--- src/rtl/arcade_input_ctrl.sv ---
// arcade_input_ctrl: PS/2 key decode, joystick merge, rotate remap,
// coin pulse stretch and DIP byte bank for arcade cores.
// Ports: clk_sys, reset_n (async, active-low); ps2_key, joystick, rotate,
// ioctl_wr/index/addr/dout in; btn (8 bits per player), dip (byte bank) out.
// Optional macro INPUT_AUTOFIRE_EN adds the autofire input and gates fire
// with a free-running square wave.
module arcade_input_ctrl #(
    parameter int NUM_PLAYERS       = 2,
    parameter int NUM_DIP_BYTES     = 8,
    parameter int COIN_PULSE_CYCLES = 1200000,
    parameter int AUTOFIRE_PERIOD   = 600000
) (
    input  logic                       clk_sys,
    input  logic                       reset_n,
    input  logic [10:0]                ps2_key,
    input  logic [16*NUM_PLAYERS-1:0]  joystick,
    input  logic                       rotate,
`ifdef INPUT_AUTOFIRE_EN
    input  logic                       autofire,
`endif
    input  logic                       ioctl_wr,
    input  logic [7:0]                 ioctl_index,
    input  logic [24:0]                ioctl_addr,
    input  logic [7:0]                 ioctl_dout,
    output logic [8*NUM_PLAYERS-1:0]   btn,
    output logic [8*NUM_DIP_BYTES-1:0] dip
);

    localparam int CW = $clog2(COIN_PULSE_CYCLES + 1);

    logic            tog_q;
    logic            key_ev;
    logic [1:0][7:0] hit;
    logic [1:0][7:0] kstate;
    logic            fire_gate;
    logic            unused_k;

    assign key_ev   = ps2_key[10] ^ tog_q;
    assign unused_k = ^kstate[1];

    always_comb begin
        hit = '0;
        unique case (ps2_key[7:0])
            8'h75:        hit[0][3] = 1'b1;
            8'h72:        hit[0][2] = 1'b1;
            8'h6B:        hit[0][1] = 1'b1;
            8'h74:        hit[0][0] = 1'b1;
            8'h29, 8'h14: hit[0][4] = 1'b1;
            8'h11:        hit[0][5] = 1'b1;
            8'h16, 8'h05: hit[0][6] = 1'b1;
            8'h2E:        hit[0][7] = 1'b1;
            8'h2D:        hit[1][3] = 1'b1;
            8'h2B:        hit[1][2] = 1'b1;
            8'h23:        hit[1][1] = 1'b1;
            8'h34:        hit[1][0] = 1'b1;
            8'h1C:        hit[1][4] = 1'b1;
            8'h1B:        hit[1][5] = 1'b1;
            8'h1E, 8'h06: hit[1][6] = 1'b1;
            8'h36:        hit[1][7] = 1'b1;
            default:      ;
        endcase
        // Only the four arrow codes accept the extended prefix.
        if (ps2_key[8]) begin
            hit[0][7:4] = '0;
            hit[1]      = '0;
        end
    end

    // Aliased keys share a bit, so the latest event on either one wins.
    always_ff @(posedge clk_sys or negedge reset_n) begin
        if (!reset_n) begin
            tog_q  <= 1'b0;
            kstate <= '0;
        end else begin
            tog_q <= ps2_key[10];
            if (key_ev) begin
                for (int p = 0; p < 2; p++) begin
                    kstate[p] <= (kstate[p] & ~hit[p])
                               | (hit[p] & {8{ps2_key[9]}});
                end
            end
        end
    end

`ifdef INPUT_AUTOFIRE_EN
    localparam int AW = $clog2(2 * AUTOFIRE_PERIOD);

    logic [AW-1:0] af_q;
    logic          af_wave;

    always_ff @(posedge clk_sys or negedge reset_n) begin
        if (!reset_n) begin
            af_q <= '0;
        end else if (af_q == AW'(2 * AUTOFIRE_PERIOD - 1)) begin
            af_q <= '0;
        end else begin
            af_q <= af_q + 1'b1;
        end
    end

    // High for the first half-period after each wrap.
    assign af_wave   = af_q < AW'(AUTOFIRE_PERIOD);
    assign fire_gate = ~autofire | af_wave;
`else
    localparam int unused_af_period = AUTOFIRE_PERIOD;

    assign fire_gate = 1'b1;
`endif

    for (genvar p = 0; p < NUM_PLAYERS; p++) begin : g_pl
        logic [7:0]    kb;
        logic [7:0]    raw;
        logic [3:0]    dir;
        logic          coin_prev;
        logic [CW-1:0] cnt_q;
        logic [CW-1:0] cnt_d;
        logic          coin_q;
        logic [6:0]    btn_q;
        logic          unused_hi;

        if (p < 2) begin : g_kb
            assign kb = kstate[p];
        end else begin : g_nokb
            assign kb = '0;
        end

        assign unused_hi = ^joystick[16*p+8 +: 8];
        assign raw       = kb | joystick[16*p +: 8];

        // Rotated: up<-left, down<-right, left<-down, right<-up.
        assign dir = rotate ? {raw[1], raw[0], raw[2], raw[3]}
                            : raw[3:0];

        // Edges during an active pulse are dropped, never queued.
        always_comb begin
            cnt_d = cnt_q;
            if (cnt_q != '0) begin
                cnt_d = cnt_q - 1'b1;
            end else if (raw[7] && !coin_prev) begin
                cnt_d = CW'(COIN_PULSE_CYCLES);
            end
        end

        always_ff @(posedge clk_sys or negedge reset_n) begin
            if (!reset_n) begin
                coin_prev <= 1'b0;
                cnt_q     <= '0;
                coin_q    <= 1'b0;
                btn_q     <= '0;
            end else begin
                coin_prev <= raw[7];
                cnt_q     <= cnt_d;
                coin_q    <= cnt_d != '0;
                btn_q     <= {raw[6:5], raw[4] & fire_gate, dir};
            end
        end

        assign btn[8*p +: 8] = {coin_q, btn_q};
    end

    logic [7:0] dip_q [NUM_DIP_BYTES];
    logic       dip_we;

    assign dip_we = ioctl_wr && ioctl_index == 8'd254
                 && ioctl_addr[24:3] == '0
                 && {1'b0, ioctl_addr[2:0]} < 4'(NUM_DIP_BYTES);

    for (genvar k = 0; k < NUM_DIP_BYTES; k++) begin : g_dip
        always_ff @(posedge clk_sys or negedge reset_n) begin
            if (!reset_n) begin
                dip_q[k] <= 8'hFF;
            end else if (dip_we && ioctl_addr[2:0] == 3'(k)) begin
                dip_q[k] <= ioctl_dout;
            end
        end

        assign dip[8*k +: 8] = dip_q[k];
    end

endmodule
--- config.mk ---
export PLATFORM = sky130hd
export DESIGN_NAME = arcade_input_ctrl
export DESIGN_NICKNAME = d
export VERILOG_FILES = /design/src/rtl/arcade_input_ctrl.sv
export SDC_FILE = /design/constraint.sdc
export NUM_CORES = 1
export LEC_CHECK = 0
export CAP_MARGIN = 10
export CORE_MARGIN = 3
export CORE_UTILIZATION = 60
export DETAILED_ROUTE_END_ITERATION = 10
export DONT_BUFFER_PORTS = 1
export MAX_ROUTING_LAYER = met4
export PLACE_DENSITY = 0.87
export SYNTH_ARGS = -nofsm -noshare
export SYNTH_HDL_FRONTEND = slang
export SYNTH_SLANG_ARGS = --single-unit
--- constraint.sdc ---
create_clock -name clk_sys -period 4 [get_ports clk_sys]
set_input_delay 0.4 -clock clk_sys [delete_from_list [all_inputs] [get_ports clk_sys]]
set_output_delay 0.4 -clock clk_sys [all_outputs]
set_load 0.02 [all_outputs]
==> results by stage <==
Timing:
- Based on the critical path, the design can be clocked at up to 285.3 MHz.
- The time the final worst path needs with I/O delays and setup is 3.505 ns.
- The relative max-transition margin is 0.2458.
- The slew at the pin closest to its max-slew limit is 1.122 ns.
- The final hold violation count is 0.
- The max-slew violation count is 0.
- The final worst clock skew is 0.008813 ns.
- Setup repair after global routing left no endpoint under its margin.
- The summed negative setup slack over all endpoints is 0 ns.
- Setup violations remaining at the end of the flow were counted as 0.
- The final critical-path setup slack is 0.4948 ns.
- The period utilization is 0.8763.

Logic synthesis:
- The share of the Yosys chip area taken by registers is 0.5675.
- The post-synthesis cell type count is 50.
- The flip-flop cell with the highest count after synthesis is sky130_fd_sc_hd__dfrtp_1.
- The most common cell in the synthesized netlist is sky130_fd_sc_hd__mux2_2.
- The share of synthesized area in the top cell type comes to 0.3030.
- Synthesis produced a netlist with a net count of 625.
- The number of enable-type register cells in the synthesized netlist is 0.
- Counting flops and latches in the post-synthesis netlist gives 141.
- In this run the mean area of a mapped cell was 11.89 um^2.
- The cell area that synthesis handed to floorplanning was 6359 um^2.
- Sorting the synthesized cells by how often they occur yields 81 x sky130_fd_sc_hd__mux2_2, 77 x sky130_fd_sc_hd__dfrtp_1, 64 x sky130_fd_sc_hd__dfstp_2.
- Yosys attributes the largest share of cell area to sky130_fd_sc_hd__dfrtp_1 30%, sky130_fd_sc_hd__dfstp_2 26%, sky130_fd_sc_hd__mux2_2 14%.
- During synthesis, Yosys emitted a total of 0 warnings.
- The share of flip-flops with an asynchronous set or reset after synthesis is 1.000.
- The number of instances in the synthesized netlist is 535.
- The biggest area contributor in the post-synthesis netlist is sky130_fd_sc_hd__dfrtp_1.

Route:
- The detailed-route vias per instance is 6.312.
- The first detailed-routing pass ran for 5 iterations.
- In the routed design, unresolved DRC markers number 0.
- The wire length per cell after detailed routing is 20.92 um.
- After detailed routing, the total wire length is 14.67 mm.
- The number of routed nets with antenna violations is 0.
- The routed via count is 4425.
- The DRC marker count from the first detailed-route iteration is 343.

Final layout:
- The post-synthesis to final-layout area growth is 13.48%.
- The diode insertion count for antenna repair is 0.
- In the final layout, the share of cells above drive strength 1 is 0.3574.
- The finished layout holds 701 standard cells, fillers aside.
- The number of nets at the end of the flow is 645.

Global routing:
- The number of antenna violations at the first check in global routing was 0.
- The global routing usage summed across all routing layers is 0.2623.
- The maximum number of pins on one net before global-route repair is 142.
- The first global-routing pass estimated 23.03 mm of wire.
- The number of global-route vias before repair is 4634.
- The global-route congestion overflow total is 0.

Placed design:
- The instance count after placement with tap cells included is 657.
- The minimum setup slack after placement is 0.5680 ns.
- Routability-driven placement finished with a final weighted congestion of 0.8972.
- The total of buffers placed on input and output ports is 0.
- After legalization and detailed placement, the total HPWL measured 10.36 mm.

Clock tree:
- The number of buffers on the longest clock path is 2.
- The clock net sink count is 141.
- The clock latency at the later pin of the worst-skew pair is 0.52 ns.
- The number of buffers inserted by post-CTS setup repair is 0.
- The clock tree from TritonCTS is built.
- The total clock buffers created by CTS is 17.
- The H-tree generated during clock tree synthesis spans 4 levels.
- The clock tree root buffer cell is sky130_fd_sc_hd__clkbuf_8.
- The post-cts sizing count is 0.
- After clock tree synthesis, the clock-pin slew on the worst setup and hold paths is 0.07 ns.

Worst setup path:
- The maximum fanout count along the critical path is 9.
- The worst setup path is of the flop to flop kind.
- The required time at the worst-slack endpoint is 4.39 ns.
- The slack of the worst reg-to-reg path is 0.49 ns.
- The worst-case reg-to-reg path depth is 9.
- STA classifies the critical path startpoint as a flop.
- The critical path arrival is 3.90 ns.
- The startpoint identified for the worst register-to-register timing path is g_pl[0].cnt_q[0].
- STA classifies the critical path endpoint as a flop.
- The endpoint identified for the worst register-to-register timing path is g_pl[0].coin_q.

Min path:
- The startpoint identified for the worst hold timing path is ioctl_dout[0].
- The path class of the lowest-slack min-delay path is primary input to flop.
- The hold-critical path endpoint is dip[8].
- Along the worst hold path, the cell count comes to 1.

Floorplanning:
- For this design the top-level I/O count stands at 168.
- The total area inside the core boundary comes to 10040 um^2.
- The horizontal die dimension is 108.9 um.
- The effective utilization at floorplan is 0.6330.
- The overall die height is 108.9 um.
- The die covers 11870 um^2.
- The floorplan has 36 rows.

Power and ir drop:
- The sequential fraction of design power is 0.481.
- The share of total power dissipated in the clock network is 0.489.
- For this design the ratio of total power to cell area is 426.9 nW/um^2.
- The leakage power is 3.051 nW.
- The combinational group share of total power is 0.030.
- The internal power consumption is 2.348 mW.
- For this design the total switching power over the nets is 0.7319 mW.
- The fraction of power spent switching nets is 0.2376.
- The worst IR drop on VDD is 428.8 uV.

Job:
- Max-cap violations in this run came to 0.

Status:
- The run finished with clean final reports.
[kinds of logic after synthesis]
group                      synth area share
adders and majority gates          0.003935
xor gates and xnor gates            0.01928
DFF                                  0.5675
and+or+nand+nor                      0.1836
muxes                                0.1497
buffers and inverters               0.01810
AOI/OAI and AO/OA                   0.05785
[worst max-delay path, stage by stage (launching register included)]
cell and delay, ns:
sky130_fd_sc_hd__dfrtp_1 0.47, sky130_fd_sc_hd__inv_1 0.09, sky130_fd_sc_hd__ha_1 0.21, sky130_fd_sc_hd__or3b_2 0.52
sky130_fd_sc_hd__or2_1 0.34, sky130_fd_sc_hd__or4_4 0.59, sky130_fd_sc_hd__a21oi_1 0.17, sky130_fd_sc_hd__o21bai_1 0.08
sky130_fd_sc_hd__or4_1 0.47, sky130_fd_sc_hd__or4_1 0.42
[cells in the final DEF, fill, tap and decap left out, drive strengths merged, types with 2 or more instances in the layout]
cell type | netlist | final
clkbuf | 11 | 19
a211oi | 4 | 4
clkinv | 0 | 5
a21o | 6 | 6
and3b | 2 | 2
clkinvlp | 0 | 3
nand2 | 22 | 22
nor2b | 5 | 5
o211ai | 3 | 3
or3b | 3 | 3
ha | 2 | 2
o31ai | 4 | 4
inv | 10 | 15
a31oi | 3 | 3
o21ai | 17 | 17
nand3 | 9 | 9
mux2i | 4 | 4
nand4 | 8 | 8
nor4b | 5 | 5
or4 | 11 | 11
or3 | 11 | 11
mux2 | 81 | 81
dlygate4sd3 | 0 | 11
buf | 5 | 6
nor2 | 44 | 44
nor3b | 4 | 4
a21oi | 15 | 15
nand2b | 6 | 6
and4b | 2 | 2
nor3 | 34 | 34
nor4 | 23 | 23
xnor2 | 5 | 5
dfrtp | 77 | 77
or2 | 13 | 13
dfstp | 64 | 64
xor2 | 9 | 9
nand4b | 3 | 3
[power groups by stage]
stage	Sequential, mW	Clock [mW]	Combinational [mW]
global route	1.48	1.59	0.104
global placement	1.50	0	0.0497
CTS	1.48	1.53	0.0933
finish	1.48	1.51	0.0921
floorplan	1.50	0	0.0508
detailed placement	1.50	0	0.0528
[worst max path at each step]
| stage | startpoint | end | slack, ns |
|---|---|---|---|
| 2_1_floorplan | g_pl[0].cnt_q[0] | g_pl[0].coin_q | 0.72 |
| 3_3_place_gp | g_pl[0].cnt_q[0] | g_pl[0].coin_q | 0.63 |
| 3_5_place_dp | g_pl[0].cnt_q[0] | g_pl[0].coin_q | 0.57 |
| 4_1_cts | g_pl[0].cnt_q[0] | g_pl[0].coin_q | 0.52 |
| 5_1_grt | g_pl[0].cnt_q[0] | g_pl[0].coin_q | 0.36 |
| 6_report | g_pl[0].cnt_q[0] | g_pl[0].coin_q | 0.49 |
[per-layer routing]
metal	global-route usage	vias up	wire, um
met5	-	-	0
met4	0.07304	0	135
met3	0.07519	12	1060
met2	0.4566	184	7853
met1	0.2953	2219	5616
li1	-	2010	-
[stage by stage]
stage | hold slack [ns] | utilization | power [mW] | cell area [um^2]
after CTS | 0.001029 | 0.7184 | 3.101 | 7216
after floorplan | 0.1044 | - | 1.549 | 6359
after global placement | 0.1073 | 0.6462 | 1.554 | 6491
final | 0.01948 | 0.7184 | 3.080 | 7216
after detailed placement | 0.1076 | 0.6462 | 1.557 | 6491
after global routing | 0.003291 | 0.7184 | 3.179 | 7216
[repair_timing]
item / CTS / global route
hold endpoints to repair: 158 / 0
endpoints found under the setup margin: 0 / 0
hold buffers: 12 / 0
[cell type report]
cell class | count | area, um^2
sequential | 141 | 3608
fill | 651 | 2829
multi-input combinational | 368 | 2641
clock buffer | 19 | 464.2
timing repair buffer | 17 | 175.2
tap | 133 | 166.4
clock inverter | 13 | 122.6
inverter | 10 | 37.54
Power figures use the tool's default switching activity.
